--- src/rtl/if_fetch_ctrl.sv ---
// if_fetch_ctrl: IF-stage fetch sequencer with one outstanding instruction read
//   clk, rst (async, active-low)
//   pc_in, hazard_stall, mem_stall, flush : from PC register / pipeline control
//   rd_req, rd_addr, rd_gnt, rd_rvalid, rd_rdata : instruction bus master side
//   if_stall, inst_valid, inst_out : to PC register stall input and IF/ID latch
//   fetch_cnt, stall_cnt : wrapping perf counters
module if_fetch_ctrl #(
  parameter int ADDR_W = 32,
  parameter int DATA_W = 32,
  parameter int CNT_W  = 32
) (
  input  logic              clk,
  input  logic              rst,
  input  logic [ADDR_W-1:0] pc_in,
  input  logic              hazard_stall,
  input  logic              mem_stall,
  input  logic              flush,
  output logic              rd_req,
  output logic [ADDR_W-1:0] rd_addr,
  input  logic              rd_gnt,
  input  logic              rd_rvalid,
  input  logic [DATA_W-1:0] rd_rdata,
  output logic              if_stall,
  output logic              inst_valid,
  output logic [DATA_W-1:0] inst_out,
  output logic [CNT_W-1:0]  fetch_cnt,
  output logic [CNT_W-1:0]  stall_cnt
);
  localparam logic [2:0] INIT = 3'd0, REQ = 3'd1, WAIT = 3'd2, HOLD = 3'd3, DROP = 3'd4;
  logic [2:0] state, state_nx;
  logic reload, reload_nx, avail, adv, hs, cap;
  logic [DATA_W-1:0] hold_q;
  assign avail = (state == WAIT && rd_rvalid) || state == HOLD;
  assign adv = avail && !hazard_stall && !mem_stall;
  assign if_stall = !avail;
  assign inst_valid = avail;
  assign inst_out = state == WAIT ? rd_rdata : hold_q;
  // a REQ entered after the PC moved spends one bubble cycle with rd_req low while rd_addr picks up pc_in
  assign rd_req = state == REQ && !reload;
  assign hs = rd_req && rd_gnt;
  assign cap = state == WAIT && rd_rvalid && !adv && !flush;
  always_comb begin
    state_nx = state;
    reload_nx = 1'b1;
    case (state)
      INIT: begin
        state_nx = REQ;
        reload_nx = 1'b0;
      end
      REQ: begin
        state_nx = hs ? (flush ? DROP : WAIT) : REQ;
        reload_nx = flush;
      end
      WAIT: state_nx = rd_rvalid ? (cap ? HOLD : REQ) : (flush ? DROP : WAIT);
      HOLD: state_nx = adv || flush ? REQ : HOLD;
      DROP: state_nx = rd_rvalid ? REQ : DROP;
      default: state_nx = INIT;
    endcase
  end
  always_ff @(posedge clk or negedge rst) begin
    if (!rst) begin
      state <= INIT;
      reload <= 1'b0;
      rd_addr <= '0;
      hold_q <= '0;
      fetch_cnt <= '0;
      stall_cnt <= '0;
    end else begin
      state <= state_nx;
      reload <= reload_nx;
      if (state == INIT || (state == REQ && reload)) rd_addr <= pc_in;
      if (cap) hold_q <= rd_rdata;
      fetch_cnt <= fetch_cnt + CNT_W'(adv);
      stall_cnt <= stall_cnt + CNT_W'(if_stall && state != INIT);
    end
  end
endmodule
--- config.mk ---
export PLATFORM = sky130hd
export DESIGN_NAME = if_fetch_ctrl
export DESIGN_NICKNAME = d
export VERILOG_FILES = /design/src/rtl/if_fetch_ctrl.sv
export SDC_FILE = /design/constraint.sdc
export NUM_CORES = 1
export LEC_CHECK = 0
export ABC_AREA = 1
export CAP_MARGIN = 20
export CORE_MARGIN = 1.5
export CORE_UTILIZATION = 43
export DETAILED_ROUTE_END_ITERATION = 12
export GPL_ROUTABILITY_DRIVEN = 0
export GPL_TIMING_DRIVEN = 1
export PLACE_DENSITY = 0.84
export SLEW_MARGIN = 20
export SYNTH_ARGS = -nofsm -noshare
export SYNTH_HDL_FRONTEND = slang
export SYNTH_SLANG_ARGS = --single-unit
--- constraint.sdc ---
create_clock -name clk -period 2.23 [get_ports clk]
set_clock_uncertainty 0.05 [all_clocks]
set_input_delay 0.5575 -clock clk [delete_from_list [all_inputs] [get_ports clk]]
set_output_delay 0.5575 -clock clk [all_outputs]
set_load 0.01 [all_outputs]
==> results list, run 1 <==
- Once placement completed, the tool counted placed cells totaling 1296.
- Number of cell instances on the worst register-to-register path: 14
- In this run the worst setup path begins at state[0]$_DFF_PN0_.
* H-tree depth reported by CTS: 4
* Power, Total: 10.54 mW
* Non-filler cells, final: 1349
* Crit path launch type: register
- DRT iter0 DRCs: 466
* Most used cells in the layout excluding fill and tap cells: sky130_fd_sc_hd__nand2_1, sky130_fd_sc_hd__clkdlybuf4s50_1, sky130_fd_sc_hd__dfrtp_1
- Drc violations: 0
- Port buffer count: 201
- Synthesized instance count: 861
- The worst path uses 104.1% of the clock period.
- At the pin with the least slew margin, the transition time is 530.8 ps.
* Clk sink count: 132
- The number of hold violations in the final report came to 0.
- Static timing analysis puts the maximum clock frequency at 0.4308 GHz.
* WP data required: 1620 ps
- The startpoint identified for the worst register-to-register timing path is state[1]$_DFF_PN0_.
- Count of endpoints failing setup in the final report: 16
- During I/O placement, the number of pins put on the boundary was 202.
- Total GRT Usage: 23.58%
* Hold Path Class: input port to asynchronous set/reset pin
- Across the VDD grid, the largest voltage drop is 0.0007885 V.
* Filler cell count in the final layout: 1180
- Summing every instance area after synthesis gives 6598 um2.
- The endpoint identified for the worst register-to-register timing path is stall_cnt[26]$_DFF_PN0_.
* Synth Register Bits: 132
- The die is 126.9 um wide.
- Area growth syn-to-layout: 56.42%
- When the netlist entered floorplanning its net count stood at 936.
- Maximum number of pins on one net before global-route repair: 65
- The first global-routing pass estimated 30.26 mm of wire.
- Setup repair after global routing could not meet its margin everywhere.
* Worst Path Max Fanout: 6
- Worst setup path category: register to output pin
* Minimum period implied by the final worst setup slack: 2321 ps
- Post-synthesis area per instance: 7.663 um2
* Site row count: 45
- Slew margin rel.: 64.61%
- # diodes: 0
- Yosys warning total: 0
* Router iterations before antenna repair: 5
- The die covers 16090 um2.
- Summing all placed instances gives a cell area of 9305 um2.
- Post-route cell area: 10320 um2
* DRT Wirelength: 18.91 mm
- The total overflow left after global routing is 0.
- Share of cells above drive strength 1: 21.62%
- Summed over all instances, the cell type with the most area after synthesis is sky130_fd_sc_hd__dfrtp_1.
- Buffers inserted during clock tree synthesis total 17.
* Detail-routed via count per cell: 4.916
* Initial Util: 43.72%
- TritonCTS built the clock tree.
- The tool flagged a number of max-cap violations equal to 0.
* Post-route worst setup slack: -91.20 ps
- Leaving out fill and tap cells, the most frequent cell in the layout is sky130_fd_sc_hd__nand2_1.
- Height of the chip: 126.9 um
- Clk pin slew, worst setup/hold paths: 60 ps
- Vias: 6632
* Biggest area contributors in the synthesized netlist: sky130_fd_sc_hd__dfrtp_1, sky130_fd_sc_hd__nand2_1, sky130_fd_sc_hd__inv_1
- Sequential-to-total area share from yosys stat: 50.07%
- CORE AREA: 15090 um2
- Post-detailed-route wirelength per cell: 14.02 um
- The share of synthesized area in the top cell type comes to 50.07%.
- Via count of the first global-routing pass: 6388
- The number of pins with negative max-slew slack in the final report is 0.
* Violations in the final reports: setup timing
- Multi-input logic area: 3062 um2
- At the later pin of the worst-skew pair, clock insertion delay measures 410 ps.
* Static leakage: 4.792 nW
- The number of antenna violations at the first check in global routing was 1.
- Worst path arrival time: 1710 ps
* Critical Path End Type: output pin
- Number of distinct library cells after synthesis: 28
- Final HPWL from detailed placement: 13.23 mm
* Total number of nets in the final design: 1223
- The setup check on the worst reg-to-reg path leaves a slack of 0 ps.
- PwrDens: 1021 nW/um2
- Number of antenna-violating nets in the routed design: 0
- Max clock buf depth: 2
- Summing all flip-flop and latch instances after layout gives 3304 um2.
- The run finished, with violations left.
- Hold is met by 14.40 ps.
* Master cell of the clock root buffer: sky130_fd_sc_hd__clkbuf_16
[stage by stage]
| stage | worst slack, ps | TNS (ps) | util [%] |
|---|---|---|---|
| 6_report | -91.20 | -521.3 | 68.39 |
| 5_1_grt | -168.0 | -4064 | 68.39 |
| 4_1_cts | -146.4 | -1573 | 66.78 |
| 3_5_place_dp | -485.4 | -22570 | 61.67 |
| 3_3_place_gp | -389.0 | -19370 | 61.67 |
| 2_1_floorplan | 7.862 | 0 | - |
[logic make-up (layout without fill, tap and decap cells)]
group | Yosys count | in the layout | share of synthesized area (%)
buf+inv | 135 | 434 | 8.553
fa+ha+maj | 4 | 4 | 0.7586
compound gates | 106 | 106 | 8.989
simple gates | 454 | 455 | 27.65
xor+xnor | 30 | 30 | 3.983
flops | 132 | 132 | 50.07
[synth_stat cells]
| master | n |
|---|---|
| sky130_fd_sc_hd__nand3_2 | 1 |
| sky130_fd_sc_hd__inv_1 | 113 |
| sky130_fd_sc_hd__nand3_1 | 30 |
| sky130_fd_sc_hd__clkbuf_2 | 3 |
| sky130_fd_sc_hd__buf_6 | 6 |
| sky130_fd_sc_hd__nor2_4 | 3 |
| sky130_fd_sc_hd__o21ai_2 | 14 |
| sky130_fd_sc_hd__inv_2 | 3 |
| sky130_fd_sc_hd__ha_1 | 4 |
| sky130_fd_sc_hd__nor3_1 | 1 |
| sky130_fd_sc_hd__or2_2 | 1 |
| sky130_fd_sc_hd__nand4_1 | 1 |
| sky130_fd_sc_hd__nor2_1 | 102 |
| sky130_fd_sc_hd__dfrtp_1 | 132 |
| sky130_fd_sc_hd__nand2_2 | 1 |
| sky130_fd_sc_hd__xnor2_1 | 9 |
| sky130_fd_sc_hd__nand3b_1 | 3 |
| sky130_fd_sc_hd__clkbuf_1 | 3 |
| sky130_fd_sc_hd__a21oi_1 | 1 |
| sky130_fd_sc_hd__nand3_4 | 1 |
| sky130_fd_sc_hd__o21ai_1 | 19 |
| sky130_fd_sc_hd__nor2_2 | 8 |
| sky130_fd_sc_hd__o211ai_1 | 1 |
| sky130_fd_sc_hd__buf_2 | 7 |
| sky130_fd_sc_hd__o22ai_2 | 1 |
| sky130_fd_sc_hd__nand2_1 | 302 |
| sky130_fd_sc_hd__o21ai_0 | 70 |
| sky130_fd_sc_hd__xor2_1 | 21 |
[critical path, stage by stage (launching register included)]
cell                      delay, ps
sky130_fd_sc_hd__dfrtp_1        390
sky130_fd_sc_hd__inv_2          110
sky130_fd_sc_hd__nand3_4        130
sky130_fd_sc_hd__buf_6          170
sky130_fd_sc_hd__buf_8          120
sky130_fd_sc_hd__buf_6          130
sky130_fd_sc_hd__o21ai_2        100
sky130_fd_sc_hd__buf_2          140
[metal layers]
metal  up-vias  track usage, %  part of all wire, %
li1       3220               -                    -
met5         -               0                    0
met3        44           5.820                  6.2
met2       241           40.41                   51
met1      3127           28.22                   41
met4         0           10.29                  2.4
[how the worst max path moves through the flow]
stage               slack [ps]                 endpoint
floorplan                    8  fetch_cnt[30]$_DFF_PN0_
global placement          -390  fetch_cnt[30]$_DFF_PN0_
detailed placement        -490  stall_cnt[26]$_DFF_PN0_
CTS                       -150              inst_out[0]
global route              -170             inst_out[27]
finish                     -90             inst_out[27]
[power breakdown]
part           leakage, nW  total (mW)  switching (mW)  internal, mW
logic                 2.77        4.13            2.06          2.08
clock network        0.283        2.80            1.11          1.69
registers             1.74        3.61           0.507          3.10
total                 4.79        10.5            3.67          6.87
[area by class of cell]
| type | instances | area share (%) |
|---|---|---|
| clock buffers | 18 | 4.256 |
| flip-flops and latches | 132 | 32.02 |
| multi-input cells | 595 | 29.67 |
| clock inverters | 14 | 1.491 |
| well taps | 188 | 2.279 |
| inverters | 116 | 4.219 |
| repair buffers | 286 | 26.07 |
[state kept, by name, summed over array words and instances (netlist names)]
| signal | cells |
|---|---|
| fetch_cnt | 32 |
| reload | 1 |
| stall_cnt | 32 |
| state | 3 |
| hold_q | 32 |
| rd_addr | 32 |
[what timing repair did]
item,4_1_cts,5_1_grt
hold buffers,0,0
pin swaps,8,20
endpoints found under the hold margin,0,0
gates resized for setup,213,70
gates cloned,2,1
setup buffers,14,7
endpoints found under the setup margin,57,68
Note: power is estimated with default switching activity, not from simulation.
==> run 2: changes to the inputs <==
--- a/config.mk
+++ b/config.mk
@@ -9,11 +9,13 @@
 export CAP_MARGIN = 20
 export CORE_MARGIN = 1.5
 export CORE_UTILIZATION = 43
+export CTS_CLUSTER_SIZE = 24
 export DETAILED_ROUTE_END_ITERATION = 12
 export GPL_ROUTABILITY_DRIVEN = 0
 export GPL_TIMING_DRIVEN = 1
 export PLACE_DENSITY = 0.84
-export SLEW_MARGIN = 20
+export RECOVER_POWER = 100
+export SLEW_MARGIN = 5
 export SYNTH_ARGS = -nofsm -noshare
 export SYNTH_HDL_FRONTEND = slang
 export SYNTH_SLANG_ARGS = --single-unit
==> results list, run 2 (same netlist as run 1, synthesis figures left out) <==
* Post-detailed-route wirelength per cell: 13.98 um (was 14.02 um)
* Share of power burned in registers: 34.8% (was 34.2%)
* Worst path arrival time: 1710 ps (about the same)
- The area used by multi-input combinational logic is 3007 um2 (was 3062 um2).
- Initial antenna violation count: 1 (unchanged)
* Router iterations before antenna repair: 8 (was 5)
- Reg2reg setup slack: -40 ps (was 0 ps)
- Full die area: 16090 um2 (unchanged)
- Unrepaired setup endpoints after global routing: yes (unchanged).
- The source-to-sink clock delay at the later pin of the worst-skew pair was 410 ps (about the same).
- The x dimension of the die was 126.9 um (unchanged).
- The number of clock sinks seen by CTS came to 132 (unchanged).
- Hold-fix buffer count after cts: 0 (unchanged)
* Launching point of the worst reg2reg path: state[0]$_DFF_PN0_ (was state[1]$_DFF_PN0_)
- Count of endpoints failing setup in the final report: 23 (was 16)
- # diodes: 0 (unchanged)
* Switching fraction of total power: 35.24% (was 34.83%)
- Number of antenna-violating nets in the routed design: 0 (unchanged)
* Master cell of the clock root buffer: sky130_fd_sc_hd__clkbuf_16 (unchanged)
* Area growth syn-to-layout: 53.94% (was 56.42%)
- Outcome: complete, but fails checks (unchanged)
- Total GRT Usage: 23.58% (unchanged)
- Height of the chip: 126.9 um (unchanged)
* Post-route worst setup slack: -90.54 ps (was -91.20 ps)
* Reg-to-reg endpoint: stall_cnt[6]$_DFF_PN0_ (was stall_cnt[26]$_DFF_PN0_)
* Hold Worst Slack: 324.8 ps (was 14.40 ps)
- MaxCap Viol Count: 0 (unchanged)
- Filler cell count in the final layout: 1211 (was 1180)
- Reg area: 3304 um2 (unchanged)
- The via count normalized by instance count came to 4.924 (was 4.916).
* Drc violations: 0 (unchanged)
- Final HPWL from detailed placement: 13.23 mm (unchanged)
* Static leakage: 4.965 nW (was 4.792 nW)
- Share of cells above drive strength 1: 20.24% (was 21.62%)
- The worst endpoint required time is 1620 ps (about the same).
- Site row count: 45 (unchanged)
- The minimum setup slack after placement was -485.4 ps (unchanged).
* Worst-Margin Slew: 1180 ps (was 530.8 ps)
- Worst Path Max Fanout: 6 (unchanged)
- The core footprint is 15090 um2 (unchanged).
* Worst Setup EP: inst_out[27] (unchanged)
- DRT Wirelength: 18.86 mm (was 18.91 mm)
* Hold violation total from the final report: 0 (unchanged)
* Source of the critical timing path: state[0]$_DFF_PN0_ (unchanged)
* Overflow after GRT: 0 (unchanged)
- The global-route wire length before repair is 30.26 mm (unchanged).
- PwrDens: 1014 nW/um2 (was 1021 nW/um2)
- Highest clock frequency the design can meet: 0.4309 GHz (was 0.4308 GHz)
- Critical Path End Type: output pin (unchanged)
- The via count of the first global-routing pass is 6388 (unchanged).
* Clk pin slew, worst setup/hold paths: 60 ps (about the same)
* DRT iter0 DRCs: 529 (was 466)
* Most used cells in the layout excluding fill and tap cells: sky130_fd_sc_hd__nand2_1, sky130_fd_sc_hd__dfrtp_1, sky130_fd_sc_hd__inv_1 (was sky130_fd_sc_hd__nand2_1, sky130_fd_sc_hd__clkdlybuf4s50_1, sky130_fd_sc_hd__dfrtp_1)
* Initial Util: 43.72% (unchanged)
- Slew margin rel.: 21.35% (was 64.61%)
* Minimum period implied by the final worst setup slack: 2321 ps (about the same)
- Final critical-path share of the clock period: 104.1% (about the same)
- The clock group share of total power came to 27.2% (was 26.5%).
* Gate power share: 38.0% (was 39.2%)
- The overall via count from detail_route was 6642 (was 6632).
* H-tree depth reported by CTS: 4 (unchanged)
* Hold Path Class: input port to asynchronous set/reset pin (unchanged)
- Highest ir drop seen on vdd: 0.0007843 V (was 0.0007885 V)
* Violations in the final reports: setup timing (unchanged)
* Worst setup path category: register to output pin (unchanged)
- NetSw: 3.628 mW (was 3.671 mW)
- The top-level I/O count came to 202 (unchanged).
* Most common cell after layout, fill and taps aside: sky130_fd_sc_hd__nand2_1 (unchanged)
- The design internal power was 6.666 mW (was 6.867 mW).
* Max clock buf depth: 2 (unchanged)
* Number of slew-limit violations in the final report: 0 (unchanged)
- Total number of nets in the final design: 1223 (unchanged)
- The number of port buffers is 201 (unchanged).
* TritonCTS clock tree: built (unchanged)
- Power, Total: 10.29 mW (was 10.54 mW)
- The number of buffers created by CTS was 17 (unchanged).
- Crit path launch type: register (unchanged)
- Maximum number of pins on one net before global-route repair: 65 (unchanged)
- Number of cell instances on the worst register-to-register path: 12 (was 14)
==> run 2: cell types whose count changed in the layout (fill, tap and decap cells not counted), moves of 5 or more <==
cell                              previous run  this run
sky130_fd_sc_hd__o21ai_1                    30        24
sky130_fd_sc_hd__clkdlybuf4s50_1           165        70
sky130_fd_sc_hd__clkbuf_1                    0         6
sky130_fd_sc_hd__o21ai_0                    43        51
sky130_fd_sc_hd__buf_4                      60        49
sky130_fd_sc_hd__dlygate4sd3_1               0        95
sky130_fd_sc_hd__clkbuf_4                    0         5
sky130_fd_sc_hd__clkbuf_2                    0         6
==> run 2: power by group through the flow <==
stage | Sequential [mW] | Combinational [mW] | Clock, mW
2_1_floorplan | 3.68 | 1.60 | 0
3_3_place_gp | 3.54 | 3.83 | 0
3_5_place_dp | 3.57 | 3.94 | 0
4_1_cts | 3.59 | 3.97 | 2.84
5_1_grt | 3.67 | 4.32 | 2.98
6_report | 3.59 | 3.91 | 2.80
==> run 2: worst min path at each step <==
| stage | slack, ps | from | cells after the start | endpoint |
|---|---|---|---|---|
| floorplan | 210 | rst | 0 | fetch_cnt[0]$_DFF_PN0_ |
| finish | 320 | rst | 1 | fetch_cnt[27]$_DFF_PN0_ |
| global placement | 410 | hold_q[8]$_DFFE_PN0N_ | 2 | hold_q[8]$_DFFE_PN0N_ |
| CTS | 40 | rst | 1 | fetch_cnt[27]$_DFF_PN0_ |
| detailed placement | 420 | hold_q[5]$_DFFE_PN0N_ | 2 | hold_q[5]$_DFFE_PN0N_ |
| global route | 420 | rst | 1 | fetch_cnt[27]$_DFF_PN0_ |
==> run 2: stage by stage <==
step / area, um2 / TNS (ps) / util, % / instances
2_1_floorplan: 6634 / 0 / - / 861
3_3_place_gp: 9305 / -19370 / 61.67 / 1296
3_5_place_dp: 9305 / -22570 / 61.67 / 1296
4_1_cts: 10080 / -1573 / 66.78 / 1344
5_1_grt: 10160 / -6887 / 67.31 / 1349
6_report: 10160 / -653.1 / 67.31 / 1349
==> run 2: per-layer routing <==
layer  GRT usage, %  share of wire, %  vias up
li1               -                 -     3222
met1          28.22                40     3125
met2          40.41                51      253
met3          5.820               6.6       42
met4          10.29               2.4        0
met5              0                 0        -
==> run 2: final cells by class <==
class                   count  area share, %
flip-flops and latches    132          32.54
multi-input cells         595          29.60
repair buffers            286          25.42
clock buffers              18          4.324
inverters                 116          4.287
well taps                 188          2.316
clock inverters            14          1.515
==> run 2: worst max-delay path, cell delays in order (launching register included) <==
cell	delay [ps]
sky130_fd_sc_hd__dfrtp_1	390
sky130_fd_sc_hd__inv_2	110
sky130_fd_sc_hd__nand3_4	130
sky130_fd_sc_hd__buf_6	170
sky130_fd_sc_hd__buf_8	120
sky130_fd_sc_hd__buf_6	130
sky130_fd_sc_hd__o21ai_2	100
sky130_fd_sc_hd__buf_2	140
==> run 2: what timing repair did <==
item | in CTS | in global routing
gates resized for setup | 213 | 70
pin swaps | 8 | 20
cloned | 2 | 1
buffers inserted | 14 | 7
setup endpoints to repair | 57 | 68
==> run 3: changes to the inputs <==
--- a/config.mk
+++ b/config.mk
@@ -9,6 +9,7 @@
 export CAP_MARGIN = 20
 export CORE_MARGIN = 1.5
 export CORE_UTILIZATION = 43
+export CTS_CLUSTER_DIAMETER = 30
 export CTS_CLUSTER_SIZE = 24
 export DETAILED_ROUTE_END_ITERATION = 12
 export GPL_ROUTABILITY_DRIVEN = 0
==> results of run 3 <==
Final layout, timing and power as in run 2 (identical DEF).
